===== src/rtl/ex_mc_sequencer.sv =====
// EX-stage sequencer for multi-cycle units (CLZ, MULT, DIV, DIVU): latch, start, stall, capture.
// Optional watchdog on WAIT/DRAIN is built when MC_TIMEOUT_EN is defined.
module ex_mc_sequencer #(
  parameter int TIMEOUT_CYCLES = 64
) (
  input  logic         clk,
  input  logic         rst_n,
  input  logic         ex_valid,
  input  logic [1:0]   ex_op,
  input  logic [31:0]  rs_value,
  input  logic [31:0]  rt_value,
  input  logic         flush,
  output logic [3:0]   unit_start,
  output logic [31:0]  unit_a,
  output logic [31:0]  unit_b,
  input  logic [3:0]   unit_busy,
  input  logic [127:0] unit_lo,
  input  logic [127:0] unit_hi,
  output logic         stall,
  output logic         res_valid,
  output logic [31:0]  res_lo,
  output logic [31:0]  res_hi,
  output logic         timeout_err
);

  localparam logic [2:0] S_IDLE   = 3'd0;
  localparam logic [2:0] S_LAUNCH = 3'd1;
  localparam logic [2:0] S_WAIT   = 3'd2;
  localparam logic [2:0] S_DONE   = 3'd3;
  localparam logic [2:0] S_DRAIN  = 3'd4;

  logic [2:0]  state_q, state_d;
  logic [1:0]  op_q, op_d;
  logic [31:0] a_q, a_d;
  logic [31:0] b_q, b_d;
  logic [31:0] lo_q, lo_d;
  logic [31:0] hi_q, hi_d;

  logic        accept;
  logic        sel_busy;
  logic [31:0] sel_lo;
  logic [31:0] sel_hi;
  logic        expired;

  assign accept   = ex_valid && !flush;
  assign sel_busy = unit_busy[op_q];
  assign sel_lo   = unit_lo[{op_q, 5'd0} +: 32];
  assign sel_hi   = unit_hi[{op_q, 5'd0} +: 32];

`ifdef MC_TIMEOUT_EN
  localparam int CNT_W = $clog2(TIMEOUT_CYCLES + 1);

  logic [CNT_W-1:0] cnt_q, cnt_d;
  logic             to_q, to_d;

  // Fires on the last permitted WAIT/DRAIN cycle so the exit lands after exactly TIMEOUT_CYCLES.
  assign expired = (cnt_q == CNT_W'(TIMEOUT_CYCLES - 1));

  always_comb begin
    cnt_d = cnt_q;
    if ((state_d != state_q) && ((state_d == S_WAIT) || (state_d == S_DRAIN)))
      cnt_d = '0;
    else if ((state_q == S_WAIT) || (state_q == S_DRAIN))
      cnt_d = cnt_q + 1'b1;
  end

  assign to_d        = (state_q == S_WAIT) && !flush && sel_busy && expired;
  assign timeout_err = to_q;

  always_ff @(posedge clk or negedge rst_n) begin
    if (!rst_n) begin
      cnt_q <= '0;
      to_q  <= 1'b0;
    end else begin
      cnt_q <= cnt_d;
      to_q  <= to_d;
    end
  end
`else
  assign expired     = 1'b0;
  assign timeout_err = 1'b0;
`endif

  always_comb begin
    state_d = state_q;
    op_d    = op_q;
    a_d     = a_q;
    b_d     = b_q;
    lo_d    = lo_q;
    hi_d    = hi_q;
    case (state_q)
      S_IDLE: begin
        if (accept) begin
          op_d    = ex_op;
          a_d     = rs_value;
          b_d     = rt_value;
          state_d = S_LAUNCH;
        end
      end
      S_LAUNCH: state_d = flush ? S_IDLE : S_WAIT;
      S_WAIT: begin
        // Flush wins over completion: a squashed instruction must not commit a result.
        if (flush) begin
          state_d = S_DRAIN;
        end else if (!sel_busy) begin
          lo_d    = sel_lo;
          hi_d    = sel_hi;
          state_d = S_DONE;
        end else if (expired) begin
          lo_d    = '0;
          hi_d    = '0;
          state_d = S_DONE;
        end
      end
      S_DONE:  state_d = S_IDLE;
      S_DRAIN: begin
        if (!sel_busy || expired) state_d = S_IDLE;
      end
      default: state_d = S_IDLE;
    endcase
  end

  always_comb begin
    stall = 1'b0;
    case (state_q)
      S_IDLE:           stall = accept;
      S_LAUNCH, S_WAIT: stall = 1'b1;
      S_DRAIN:          stall = ex_valid;
      default:          stall = 1'b0;
    endcase
  end

  assign unit_start = ((state_q == S_LAUNCH) && !flush) ? (4'b0001 << op_q) : 4'b0000;
  assign unit_a     = a_q;
  assign unit_b     = b_q;
  assign res_valid  = (state_q == S_DONE);
  assign res_lo     = lo_q;
  assign res_hi     = hi_q;

  always_ff @(posedge clk or negedge rst_n) begin
    if (!rst_n) begin
      state_q <= S_IDLE;
      op_q    <= 2'd0;
      a_q     <= '0;
      b_q     <= '0;
      lo_q    <= '0;
      hi_q    <= '0;
    end else begin
      state_q <= state_d;
      op_q    <= op_d;
      a_q     <= a_d;
      b_q     <= b_d;
      lo_q    <= lo_d;
      hi_q    <= hi_d;
    end
  end

endmodule


===== config.mk =====
export PLATFORM = sky130hd
export DESIGN_NAME = ex_mc_sequencer
export DESIGN_NICKNAME = d
export VERILOG_FILES = /design/src/rtl/ex_mc_sequencer.sv
export SDC_FILE = /design/constraint.sdc
export NUM_CORES = 1
export LEC_CHECK = 0
export ABC_AREA = 1
export CORE_AREA = 2 2 179 181
export CTS_BUF_LIST = sky130_fd_sc_hd__clkbuf_16
export DETAILED_ROUTE_END_ITERATION = 7
export DIE_AREA = 0 0 181 183
export GPL_TIMING_DRIVEN = 0
export PLACE_DENSITY = 0.65
export RECOVER_POWER = 100
export SYNTH_ARGS = -nofsm -noshare
export SYNTH_HDL_FRONTEND = slang
export SYNTH_SLANG_ARGS = --single-unit

===== constraint.sdc =====
create_clock -name clk -period 1.5 [get_ports clk]
set_input_delay 0.3 -clock clk [delete_from_list [all_inputs] [get_ports clk]]
set_output_delay 0.3 -clock clk [all_outputs]
set_load 0.005 [all_outputs]

[After elaboration in Yosys (flattened, before gate mapping)]
Cells that the tools add are included.
Word-level totals
  bits in registers: 133
  bits of input ports: 330
  output and inout port bits: 135
  logic and storage cells: 37
Cells by class
  shift-type cells: 3
  reductions and logical operators: 8
  bitwise gates (word level): 2
  magnitude comparators: 1
  eq/ne operators: 7
  multiplexer cells: 10
Operators with widths (number)
  variable part select 128 x 8 -> 32 bit: 2
  2-to-1 mux 3 bit: 4
  one-hot mux 3 bit (4 select lines): 1
  == test 3 x 2 -> 1 bit, second input constant: 2
  AND reduction 3 bit: 2
  2-to-1 mux 4 bit: 1
  inequality test 2 bit, second input constant: 2
  left shift 1 x 2 -> 4 bit, first input constant: 1
  == test 3 x 1 -> 1 bit, second input constant: 1
  == test 3 bit, second input constant: 1
  logical NOT 3 bit: 1
  < comparator 2 x 3 -> 1 bit, second input constant: 1
  inequality test 3 bit, second input constant: 1
  one-hot mux 1 bit (3 select lines): 1
  binary-select mux 1 bit (select 2 bit): 1
  logical AND 1 bit: 2
  2-to-1 mux 2 bit: 1
  NOT 1 bit: 2
  AND reduction 2 bit: 1
  OR reduction 2 bit: 1
  logical NOT 1 bit: 1
  2-to-1 mux 1 bit: 1

[Longest topological paths before layout]
  depth after elaboration: 5
  gate-level depth with buffers: 10
  mapped depth without buffers: 8

[Worst setup path after synthesis]
OpenSTA, ideal clock, no wires.
  kind: register to output
  start point: reg state_q[0]
  end point: out stall
  setup slack: 0.097 ns
  cell stages (with the launch flop): 7
  arrival time: 1.103 ns
  data required time: 1.200 ns
  path buffers: 1
  cells stage by stage: dfrtp_1 > nor2_2 > inv_2 > nor2_4 > nand3_2 > clkbuf_1 > o211ai_1
On the way
  longest elaborated chain between the ends: 3
  elaborated cells on any way between the ends: 6
Ends and longest elaborated chain
  start: declaration: RTL line 32  | logic [2:0] state_q, state_d;
  start signal: assignment: RTL line 149  | state_q <= state_d;
  == test 3 x 1 -> 1 bit or == test 3 x 2 -> 1 bit (tied branches): RTL line 125  | case (state_q)
  OR reduction 2 bit: RTL line 125
  one-hot mux 1 bit (3 select lines) (*): RTL line 125
  end: declaration: RTL line 19  | output logic stall,
Mark *: on every way between the ends. The rest lies on a longest branch, timed or not.

[Worst setup path in the final report]
Ends and elaborated chain as after synthesis.

==> out/metrics.cfg <==
[timing]
setup_viol_count_final = 223
rsz0062_at_grt = true
fmax_ghz = 0.520
relSlewSlack_pct = 30.9
setup_slack_ns = -0.423
tightest_slew_ns = 1.04
slew_viol_final = 0
hold_violations = 0
min_period_ns = 1.92
fin_skew_ns = 0.0139
fin_crit_sh_pct = 128

[clock_tree]
numClockSinks = 133
cts_tree = built
cts.htree.levels = 4
clkLatencyLatePin_ns = 0.42
root_buffer = clkbuf_16
clk_path_buf_depth = 2
clk_pin_slew_ns = 0.07
cts_buffers = 17

[floorplan]
io_pins = 465
die_w_um = 181
rows = 65
dieArea_um2 = 33100
core-area_um2 = 31200
initial_core_util_pct = 24.9
die_h_um = 183

[drt]
route.detailed.drc = 0
vias = 9632
dr.pass1.iters = 5
wl_per_cell_um = 17.4
viasPerCell = 4.45
final_antenna_net_count = 0
drtIter0Drc = 537
wl_mm = 37.6

[grt]
overflow = 0
grt_pass1_wl_mm = 54.6
grt_pass1_vias = 9397
grt_use_total_pct = 21.7
grt_max_degree = 94
antenna_found_initial = 0

[yosys]
ys_types = 21
syn_nets = 1558
syn-cell-area_um2 = 7760
synth_cells = 1228
synth_seq_cells = 133
postSynthAreaPerCell_um2 = 6.32
seq_area_frac_synth_pct = 42.9
yosysWarnings = 0

[hold_path]
hold_start = rs_value[23]
min_path_cells = 3
hold_end = unit_a[23]
hp-class = input port to flip-flop

[power_and_ir_drop]
total_power_mw = 24.4
powerDensity_nw_per_um2 = 1680
leakage_nw = 7.86
irDropWorstVdd_mv = 0.658

[layout]
fin_cells = 2165
antenna_cells = 0
final_core_util_pct = 46.6
mostFrequentLayoutCells = nand2_1 (735), clkdlybuf4s50_1 (328), dfrtp_1 (132), dlygate4sd2_1 (128), inv_1 (71)
num-nets-final = 2080
drive_above_1_share_pct = 12.5
final_area_um2 = 14600
seqCellArea_um2 = 3330
multi_input_area_um2 = 4020
syn_to_final_growth_pct = 87.5
final_common_cell = nand2_1
fillCellCount = 3257

[placement]
dp.cells = 2094
post_dp_cell_area_um2 = 12900
place.gp.congestion = 0.925
portBuffers = 463
hpwl_mm = 28.0

[worst_setup_path]
arrival_ns = 1.62
reg2reg_slack_ns = -0.17
rr_endpoint = res_lo[16]
worstRegToRegCells = 11
setup.worst_path.start_class = flip-flop
critPathRequiredTime_ns = 1.20
endpoint_kind = primary output
reg2reg_from = op_q[0]
crit_type = flip-flop to primary output
critPathMaxFanout = 2

[job]
maxCapViolCount = 0

[outcome]
violations = setup timing
status = finished with violations

==> report_power, final <==
part | switching (mW) | total, mW | internal [mW]
clock network | 1.87 | 4.37 | 2.50
logic | 7.57 | 14.0 | 6.45
registers | 0.908 | 6.03 | 5.12
total | 10.3 | 24.4 | 14.1
==> what timing repair did <==
action	CTS	global route
hold buffers	1	0
pin swaps	8	12
hold endpoints to repair	40	0
gates resized for setup	278	104
setup buffers	16	13
cloned	1	9
endpoints found under the setup margin	264	137
==> per-stage QoR <==
step                      setup TNS [ns]  setup WS (ns)  hold WS [ns]
after floorplan                        0         0.0966       0.00441
after global placement           -773.29          -5.50         0.454
after detailed placement          -46.55          -1.00         0.246
after CTS                          -7.28         -0.434         0.354
after global routing              -49.75         -0.493         0.410
final                             -20.08         -0.423         0.419
==> final cells by class <==
type	instances	share of cell area, %
Clock buffer	17	2.92
Timing Repair Buffer	502	34.2
Buffer	78	5.73
Clock inverter	15	1.15
Multi-Input combinational cell	944	27.6
Tap cell	402	3.45
Sequential cell	133	22.9
Inverter	74	2.03
==> layer usage <==
metal	share of wire [%]	global-route usage [%]	up-vias	wire, um
li1	-	-	4762	-
met1	43	26.9	4413	16000
met2	48	37.0	385	18100
met3	6.2	4.75	72	2330
met4	3.2	8.03	0	1200
met5	0	0	-	0
==> registers in the layout, summed over array words and instances (netlist names) <==
name and cells:
state_q 3, unit_a 32, res_hi 32, unit_b 32, res_lo 32, op_q 2
==> cell usage after synthesis <==
| master | n | area, um2 |
|---|---|---|
| buf_1 | 2 | 7.51 |
| buf_2 | 42 | 210 |
| buf_4 | 14 | 105 |
| buf_6 | 2 | 22.5 |
| clkbuf_1 | 19 | 71.3 |
| conb_1 | 1 | 3.75 |
| dfrtp_1 | 133 | 3330 |
| inv_1 | 70 | 263 |
| inv_2 | 4 | 15.0 |
| nand2_1 | 787 | 2950 |
| nand2_2 | 1 | 6.26 |
| nand3_1 | 71 | 355 |
| nand3_2 | 1 | 10.0 |
| nand4_1 | 1 | 6.26 |
| nor2_1 | 4 | 15.0 |
| nor2_2 | 2 | 12.5 |
| nor2_4 | 1 | 11.3 |
| nor3_1 | 4 | 20.0 |
| o211ai_1 | 1 | 7.51 |
| o21ai_0 | 34 | 170 |
| o21ai_1 | 34 | 170 |
==> critical path, stage by stage, from the launching register on <==
cell and delay [ns]:
dfrtp_1 0.39, nor2_2 0.15, inv_2 0.07, nor2_4 0.12
nand3_4 0.09, clkbuf_16 0.15, o211ai_1 0.08, buf_2 0.16
==> logic make-up (layout without fill, tap and decap cells) <==
logic type	count (synthesis)	count (layout)	synth area share (%)
and+or+nand+nor	872	874	43.7
buffers and inverters	153	686	8.94
DFF	133	133	42.9
AOI/OAI and AO/OA	69	69	4.48
other	1	1	0.0483
==> worst max-delay path by stage <==
stage	from	endpoint	slack (ns)	cells past startpoint
6_report	state_q[0]	stall	-0.42	7
4_1_cts	state_q[1]	stall	-0.43	7
3_3_place_gp	rst_n	res_hi[23]	-5.50	1
5_1_grt	state_q[0]	stall	-0.49	7
3_5_place_dp	flush	stall	-1.00	6
2_1_floorplan	state_q[0]	stall	0.1	6
Power figures use the tool's default switching activity.
